### src/rtl/afe_pot_sched.sv
// afe_pot_sched: coalesces AFE pot requests per target and round-robins them onto the shared SPI master,
// alternating with EEPROM grants. Optional macro AFE_REFRESH_EN adds a periodic re-send of written targets.
`timescale 1ns/1ps
module afe_pot_sched #(
  parameter int GAP_CYC     = 4,
  parameter int REFRESH_CYC = 1048576
) (
  input  logic        clk,
  input  logic        rst_n,
  input  logic        gain_wrt,
  input  logic [1:0]  gain_ch,
  input  logic [2:0]  gain_code,
  input  logic        trig_wrt,
  input  logic [7:0]  trig_lvl,
  output logic        req_ack,
  output logic        req_err,
  input  logic        eep_req,
  output logic        eep_gnt,
  output logic        spi_wrt,
  output logic [15:0] spi_cmd,
  input  logic        spi_done,
  output logic [3:0]  ss_en,
  output logic [3:0]  pend,
  output logic        idle
);

  if (GAP_CYC < 1 || GAP_CYC > 255 || REFRESH_CYC < 2) begin : g_param_check
    $error("afe_pot_sched: GAP_CYC must be 1..255 and REFRESH_CYC at least 2");
  end

  typedef enum logic [2:0] {ST_IDLE, ST_LAUNCH, ST_WAIT, ST_GAP, ST_EEP} state_t;

  function automatic logic [7:0] gain_byte(input logic [2:0] code);
    case (code)
      3'd0:    gain_byte = 8'h02;
      3'd1:    gain_byte = 8'h05;
      3'd2:    gain_byte = 8'h09;
      3'd3:    gain_byte = 8'h14;
      3'd4:    gain_byte = 8'h28;
      3'd5:    gain_byte = 8'h46;
      3'd6:    gain_byte = 8'h6B;
      default: gain_byte = 8'hDD;
    endcase
  endfunction

  // First pending target after the last-served one; later candidates are overwritten by earlier ones.
  function automatic logic [1:0] rr_pick(input logic [3:0] p, input logic [1:0] l);
    logic [1:0] idx;
    rr_pick = l;
    for (int k = 4; k >= 1; k--) begin
      idx = l + k[1:0];
      if (p[idx]) rr_pick = idx;
    end
  endfunction

  state_t          state;
  logic [3:0][7:0] shadow;
  logic [1:0]      last;
  logic [1:0]      pick;
  logic            last_pot;
  logic [7:0]      gap_cnt;
  logic            gain_ok;
  logic            trig_ok;
  logic            eep_take;
  logic [3:0]      req_set;
  logic [3:0]      pick_oh;
  logic [3:0]      pend_clr;
  logic [3:0]      refresh_set;

  assign gain_ok  = gain_wrt && (gain_ch != 2'b11);
  assign trig_ok  = trig_wrt && (trig_lvl >= 8'd46) && (trig_lvl <= 8'd201);
  assign pick     = rr_pick(pend, last);
  assign pick_oh  = 4'b0001 << pick;
  assign eep_take = eep_req && ((pend == 4'b0000) || last_pot);
  assign pend_clr = (state == ST_IDLE && !eep_take) ? (pick_oh & pend) : 4'b0000;
  assign idle     = (state == ST_IDLE) && (pend == 4'b0000) && !eep_gnt;

  always_comb begin
    req_set = 4'b0000;
    if (gain_ok) req_set[gain_ch] = 1'b1;
    if (trig_ok) req_set[3] = 1'b1;
  end

`ifdef AFE_REFRESH_EN
  localparam int RW = $clog2(REFRESH_CYC);
  logic [3:0]    written;
  logic [RW-1:0] ref_cnt;
  logic          ref_hit;

  assign ref_hit     = (ref_cnt == RW'(REFRESH_CYC - 1));
  assign refresh_set = ((|written) && ref_hit) ? written : 4'b0000;

  // Counter stays parked until the first accepted write; shadows are never touched here.
  always_ff @(posedge clk or negedge rst_n) begin
    if (!rst_n) begin
      written <= 4'b0000;
      ref_cnt <= '0;
    end else begin
      written <= written | req_set;
      if (|written) ref_cnt <= ref_hit ? '0 : ref_cnt + RW'(1);
    end
  end
`else
  assign refresh_set = 4'b0000;
`endif

  always_ff @(posedge clk or negedge rst_n) begin
    if (!rst_n) begin
      state    <= ST_IDLE;
      pend     <= 4'b0000;
      shadow   <= '0;
      last     <= 2'd3;
      last_pot <= 1'b0;
      gap_cnt  <= 8'd0;
      req_ack  <= 1'b0;
      req_err  <= 1'b0;
      eep_gnt  <= 1'b0;
      spi_wrt  <= 1'b0;
      spi_cmd  <= 16'h0000;
      ss_en    <= 4'b0000;
    end else begin
      req_ack <= gain_ok | trig_ok;
      req_err <= (gain_wrt & ~gain_ok) | (trig_wrt & ~trig_ok);
      if (gain_ok) shadow[gain_ch] <= gain_byte(gain_code);
      if (trig_ok) shadow[3] <= trig_lvl;
      // New requests win over the in-flight clear so a re-posted target is sent again.
      pend    <= (pend & ~pend_clr) | req_set | refresh_set;
      spi_wrt <= 1'b0;
      case (state)
        ST_IDLE: begin
          if (eep_take) begin
            eep_gnt  <= 1'b1;
            last_pot <= 1'b0;
            state    <= ST_EEP;
          end else if (pend != 4'b0000) begin
            spi_cmd  <= {8'h13, shadow[pick]};
            ss_en    <= pick_oh;
            last     <= pick;
            last_pot <= 1'b1;
            state    <= ST_LAUNCH;
          end
        end
        ST_LAUNCH: begin
          spi_wrt <= 1'b1;
          state   <= ST_WAIT;
        end
        ST_WAIT: begin
          if (spi_done) begin
            ss_en   <= 4'b0000;
            gap_cnt <= 8'(GAP_CYC - 1);
            state   <= ST_GAP;
          end
        end
        ST_GAP: begin
          if (gap_cnt == 8'd0) state <= ST_IDLE;
          else gap_cnt <= gap_cnt - 8'd1;
        end
        ST_EEP: begin
          if (!eep_req) begin
            eep_gnt <= 1'b0;
            gap_cnt <= 8'(GAP_CYC - 1);
            state   <= ST_GAP;
          end
        end
        default: state <= ST_IDLE;
      endcase
    end
  end

endmodule

### config.mk
export PLATFORM = sky130hd
export DESIGN_NAME = afe_pot_sched
export DESIGN_NICKNAME = d
export VERILOG_FILES = /design/src/rtl/afe_pot_sched.sv
export SDC_FILE = /design/constraint.sdc
export NUM_CORES = 1
export LEC_CHECK = 0
export ABC_CLOCK_PERIOD_IN_PS = 2100
export CELL_PAD_IN_SITES_DETAIL_PLACEMENT = 1
export CELL_PAD_IN_SITES_GLOBAL_PLACEMENT = 2
export CORE_MARGIN = 5
export CORE_UTILIZATION = 25
export DETAILED_ROUTE_END_ITERATION = 8
export PLACE_DENSITY_LB_ADDON = 0.1
export SLEW_MARGIN = 5
export SYNTH_ARGS = -nofsm -noshare
export SYNTH_HDL_FRONTEND = slang
export SYNTH_SLANG_ARGS = --single-unit
### constraint.sdc
create_clock -name clk -period 2.1 [get_ports clk]
set_clock_uncertainty 0.05 [all_clocks]
set_input_delay 0.21 -clock clk [delete_from_list [all_inputs] [get_ports clk]]
set_output_delay 0.21 -clock clk [all_outputs]
set_load 0.01 [all_outputs]
## Yosys cells after proc, flatten, opt, wreduce, memory -nomap -nowiden

Cells that the tools add are included.

- Input port bits: 19
- Output and inout port bits: 29
- Register bits after elaboration: 67

- Shifts and indexed selects: 1
- Magnitude comparators: 8
- Bitwise gates (word level): 11
- Mux-type cells: 43
- $add $sub $neg: 4
- Reduce and logical (&&, ||, !) cells: 27
- Equal/unequal tests: 19

Operators with widths:

| operator | number |
|---|---|
| 8-bit two-way mux | 7 |
| 8-bit case mux with 7 select lines | 1 |
| 32-bit bitwise mux | 1 |
| 32-bit two-way mux | 1 |
| 8-bit case mux with 3 select lines | 1 |
| 4-bit two-way mux | 5 |
| 8-bit binary-select mux with 2-bit select | 1 |
| 8-bit demux with 2-bit select | 1 |
| 2-bit by 3-bit < comparator with 1-bit output (second input constant) | 5 |
| 3-bit two-way mux | 5 |
| 3-bit case mux with 5 select lines | 1 |
| 2-bit != test (second input constant) | 7 |
| 3-bit by 2-bit equality test with 1-bit output (second input constant) | 4 |
| 3-bit equality test (second input constant) | 4 |
| 4-bit AND reduction | 3 |
| 1-bit two-way mux | 10 |
| 4-bit AND | 2 |
| 8-bit by 6-bit greater-or-equal comparator with 1-bit output (second input constant) | 1 |
| 8-bit less-or-equal comparator (second input constant) | 1 |
| 1-bit logical AND | 8 |
| 8-bit zero test | 1 |
| 4-bit case mux with 2 select lines | 1 |
| 2-bit nonzero test | 4 |
| 8-bit by 1-bit subtractor with 8-bit output (second input constant) | 1 |
| other kinds (24) | 37 |

## Longest topological paths before layout

- Word-level depth: 12
- Depth in mapped cells: 7

## Least setup slack after synthesis

Ideal clock, no wire load.

- Path kind: register to register
- Start point: register last[0]
- End point: register spi_cmd[1]
- Stages on the path, launching flop included: 8
- Required time: 1920 ps
- Arrival: 1771 ps
- Path slack: 149 ps
- Buffers on the path: 2
- Cells stage by stage: dfstp_2 -> buf_2 -> mux2i_1 -> a221oi_2 -> buf_6 -> mux2_1 -> a22oi_1 -> a31oi_1

- Longest elaborated chain between the ends: 8
- Elaborated cells between the ends (all ways): 14

RTL lines:

| element | RTL line | source |
|---|---|---|
| start: declaration | 58 | `logic [1:0] last;` |
| start signal: assignment | 138 | `last <= pick;` |
| 2-bit adder | 51 | `idx = l + k[1:0];` |
| 1-bit binary-select mux with 2-bit select | 52 | `if (p[idx]) rr_pick = idx;` |
| 1-bit two-way mux (implied by the code) | 52 |  |
| 2-bit two-way mux (2 in series) | 52 |  |
| 2-bit two-way mux (*) | 52 |  |
| 8-bit binary-select mux with 2-bit select (*) | 136 | `spi_cmd <= {8'h13, shadow[pick]};` |
| 8-bit two-way mux (implied by the code) (*) | 136 |  |
| end signal: assignment | 136 |  |
| end: declaration | 20 | `output logic [15:0] spi_cmd,` |

Mark *: on every way between the ends. The rest lies on a longest branch, timed or not. The select of a mux whose other input is x is not followed.
A chain may end at the register's enable or synchronous reset.

## Final worst setup path

- Start point: register last[1]
- End point: register spi_cmd[2]

Same word-level chain as after synthesis.

==> run metrics <==
run status finished, final reports clean; CTS tree yes; cell internal power dissipation about 4000 uW; power share of the clock group ~25%; pin count of the biggest net entering global routing 68; Final Hold Vio Count 0; critical path launch point last[1]; Worst VDD drop 485.6 uV; main combinational cell family by area after synthesis compound AO/OA/AOI/OAI gates; number of flip-flops and latches in the synthesized netlist 67; gate family responsible for the most delay along the worst path compound AO/OA/AOI/OAI gates; Post-synth top flop dfrtp_1; clock sink count 67; worst path arrival time approximately 2.2 ns; detailed-router iteration count before antenna repair 4; critical path launch point type register; Max Slew Vio Count 0; combinational fraction of design power ~43%; arithmetic-cell share of the synthesized area counting full adders, half adders and majority gates 0.7544%; post-route non-filler standard cell count between 500 and 600; unrepaired setup endpoints after global routing yes; depth of the critical timing path with buffers and inverters included 6; core area between 0.01 and 0.015 mm2; reg-to-reg startpoint last[1]; cell leakage power roughly 0.0019 uW; vias per cell 4.617; part of the power in registers between 30% and 40%; crit path capture type register; slew of the pin with the lowest slew margin between 0.5 and 0.6 ns; Period Utilization, post-route 97.07%; simple-gate share of the synthesized area 15.20%; number of fill cells 1484; final HPWL from detailed placement between 6000 and 7000 um; final routed DRC violation total 0; overall die height between 100 and 150 um; x dimension of the die between 100 and 150 um; number of buffers between clock root and the deepest sink 2; max_cap viols 0; parity-gate share of the synthesized area counting xor and xnor cells less than 1%; clock transition at the registers of the reported paths 0.06 ns; share of post-route cells with drive strength above 1 ~18%; effective utilization at floorplan about a quarter; endpoint required time on the critical path between 2 and 2.5 ns; Switching Share approximately 35%; first-pass GRT wire length 15390 um; classification of the worst-slack hold path in -> async; post-synth cell types 59; number of global-route vias before repair 2875; final setup TNS 0 ns; CTS H-tree depth 3; worst hold slack after final layout around 0.38 ns; tightest slew margin relative to the limit between 60% and 70%; Post-Place Worst Slack roughly 0.020 ns; Inserted Diodes 0; global router's overall resource usage between 10% and 20%; proportion of synthesized area in mux cells 7.016%; number of cell rows 42; Syn-to-layout area delta 31.99%; fraction of the core area covered by cells at the end of the flow 33.32%; ordered cell list for the critical path mux2i_1 > a221oi_2 > buf_12 > mux2_1 > a22oi_1 > a31oi_1; Power per Cell Area 1394 mW/mm2; Via Count around 2600; kind of critical path reg -> reg; Post-synth EDFFs 0; Seq/Total Area, Yosys between 50% and 60%; final WL between 9000 and 10000 um; R2R setup slack ~0.061 ns; Die Footprint around 0.016 mm2; remaining global-route overflow 0; clock root cell clkbuf_16; initial antenna violation count 0; Total Nets Final ~400; port buffer count 42; Routability Congestion about 0.75; final setup violation count 0; synthesized netlist cell count ~330; worst-path cell with the longest stage delay dfstp_2; Top Ports 48; average wire per standard cell roughly 16 um; Initial DRC Count around 120; clk_lat worst skew between 0.3 and 0.4 ns; number of buffers inserted during clock tree synthesis 9; Slowest Stage Delay on Critical Path about 0.58 ns; count of warnings emitted by yosys 0; final critical-path setup slack 0.06145 ns; Tmin final about 2.0 ns; Cell Count Post-Placement between 500 and 600; endpoint of the worst-slack reg-to-reg timing path spi_cmd[2]; Highest Clock Rate 490.5 MHz; length in cells of the worst reg-to-reg path 6; post-synthesis async set-or-reset flop share 100.0%; compound-gate portion of the synthesized area between 10% and 20%; Post-Synthesis Mean Instance Area 10.17 um2; largest fanout on the critical path 11; capture point of the worst path spi_cmd[2]; switching power of the nets between 2000 and 2500 uW; cell area after synthesis approximately 0.0033 mm2; count of antenna-violating nets left after detailed routing 0; Bufs and invs on worst path 1
## tightest hold or removal path: cells and delay by family
| family | cells | cell delay (ns) |
|---|---|---|
| buffers and inverters | 3 | 0.96 |
## routing by layer
layer,part of all wire [%],track usage (%),vias to the layer above
li1,-,-,1270
met1,49,16.68,1272
met2,45,19.52,53
met3,4.0,3.326,9
met4,1.5,4.783,0
met5,0,0,-
## area by class of cell
class / instances / area (um2) / share of cell area, %
sequential: 67 / 1682 / 38.41
multi-input combinational: 227 / 1496 / 34.18
timing repair buffer: 69 / 656.9 / 15.00
clock buffer: 14 / 254.0 / 5.802
tap: 176 / 220.2 / 5.030
clock inverter: 2 / 35.03 / 0.8002
inverter: 9 / 33.78 / 0.7716
## flip-flops by register name (all words and copies together) (netlist names)
register	count
ss_en	4
state	3
spi_wrt	1
spi_cmd	9
last	2
pend	4
eep_gnt	1
gap_cnt	8
shadow	32
last_pot	1
req_err	1
req_ack	1
## cells in the mapped netlist (3+ instances only)
| library cell | number | area, um2 |
|---|---|---|
| mux2_1 | 7 | 78.83 |
| buf_4 | 9 | 67.56 |
| mux2_2 | 11 | 123.9 |
| nor2_1 | 20 | 75.07 |
| a22o_1 | 3 | 26.28 |
| clkbuf_1 | 7 | 26.28 |
| mux2i_1 | 3 | 30.03 |
| a31oi_1 | 18 | 112.6 |
| a2bb2oi_1 | 3 | 26.28 |
| inv_1 | 9 | 33.78 |
| nor3b_1 | 4 | 30.03 |
| nor2b_1 | 7 | 43.79 |
| nor3_1 | 5 | 25.02 |
| nand2_1 | 45 | 168.9 |
| a21oi_1 | 11 | 55.05 |
| buf_2 | 9 | 45.04 |
| o21ai_0 | 26 | 130.1 |
| dfrtp_1 | 65 | 1627 |
| a22oi_1 | 8 | 60.06 |
| nand2b_1 | 4 | 25.02 |
| o22ai_1 | 4 | 25.02 |
## stage by stage
stage | total power, uW | instance area, um2
after floorplan | 3492 | 3332
after global placement | 4591 | 4038
after detailed placement | 4640 | 4038
after CTS | 6184 | 4343
after global routing | 6583 | 4378
final | 6105 | 4378
## power by group through the flow
stage                     clock network [uW]  logic (uW)  registers (uW)
after detailed placement                   0        2600            2040
after global routing                    1610        2890            2080
final                                   1490        2600            2010
after CTS                               1550        2620            2020
after floorplan                            0        1540            1950
after global placement                     0        2560            2030
## cells in the final DEF, fill, tap and decap left out, types with 2 or more instances in the layout
master / count
a21bo_2: 2
a21oi_1: 11
a22o_1: 3
a22oi_1: 8
a2bb2oi_1: 3
a31oi_1: 18
a32o_1: 2
buf_12: 3
buf_4: 23
clkbuf_1: 4
clkbuf_16: 9
clkdlybuf4s50_1: 40
conb_1: 5
dfrtp_1: 63
dfrtp_2: 2
dfstp_2: 2
ha_1: 2
inv_1: 9
mux2_1: 7
mux2_2: 11
mux2i_1: 3
nand2_1: 45
nand2b_1: 4
nand3_1: 2
nand3b_1: 2
nor2_1: 20
nor2b_1: 7
nor3_1: 4
nor3b_1: 4
o21ai_0: 26
o22ai_1: 4
or2_2: 2
or3_1: 2
xnor2_1: 2
## logic make-up (layout without fill, tap and decap cells)
| kind of cell | Yosys count | in the layout |
|---|---|---|
| adder cells (fa/ha/maj) | 2 | 2 |
| buffers and inverters | 36 | 94 |
| XOR/XNOR | 3 | 3 |
| other | 1 | 5 |
| AO/OA/AOI/OAI | 94 | 94 |
| flip-flops | 67 | 67 |
| AND/OR/NAND/NOR | 102 | 102 |
| multiplexers | 21 | 21 |
## what timing repair did
item / CTS / global route
resized for setup: 1 / 7
hold buffers: 1 / 0
endpoints found under the hold margin: 65 / 0
pin swaps: 1 / 0
setup buffers: 1 / 0
endpoints found under the setup margin: 1 / 18
## worst min path at each step
stage                    to   from  slack, ns
global route        eep_gnt  rst_n       0.43
detailed placement  eep_gnt  rst_n       0.22
global placement    eep_gnt  rst_n       0.22
CTS                 eep_gnt  rst_n       0.40
finish              eep_gnt  rst_n       0.38
floorplan           eep_gnt  rst_n      -0.14
No activity file was read; power rests on OpenSTA's default activity.
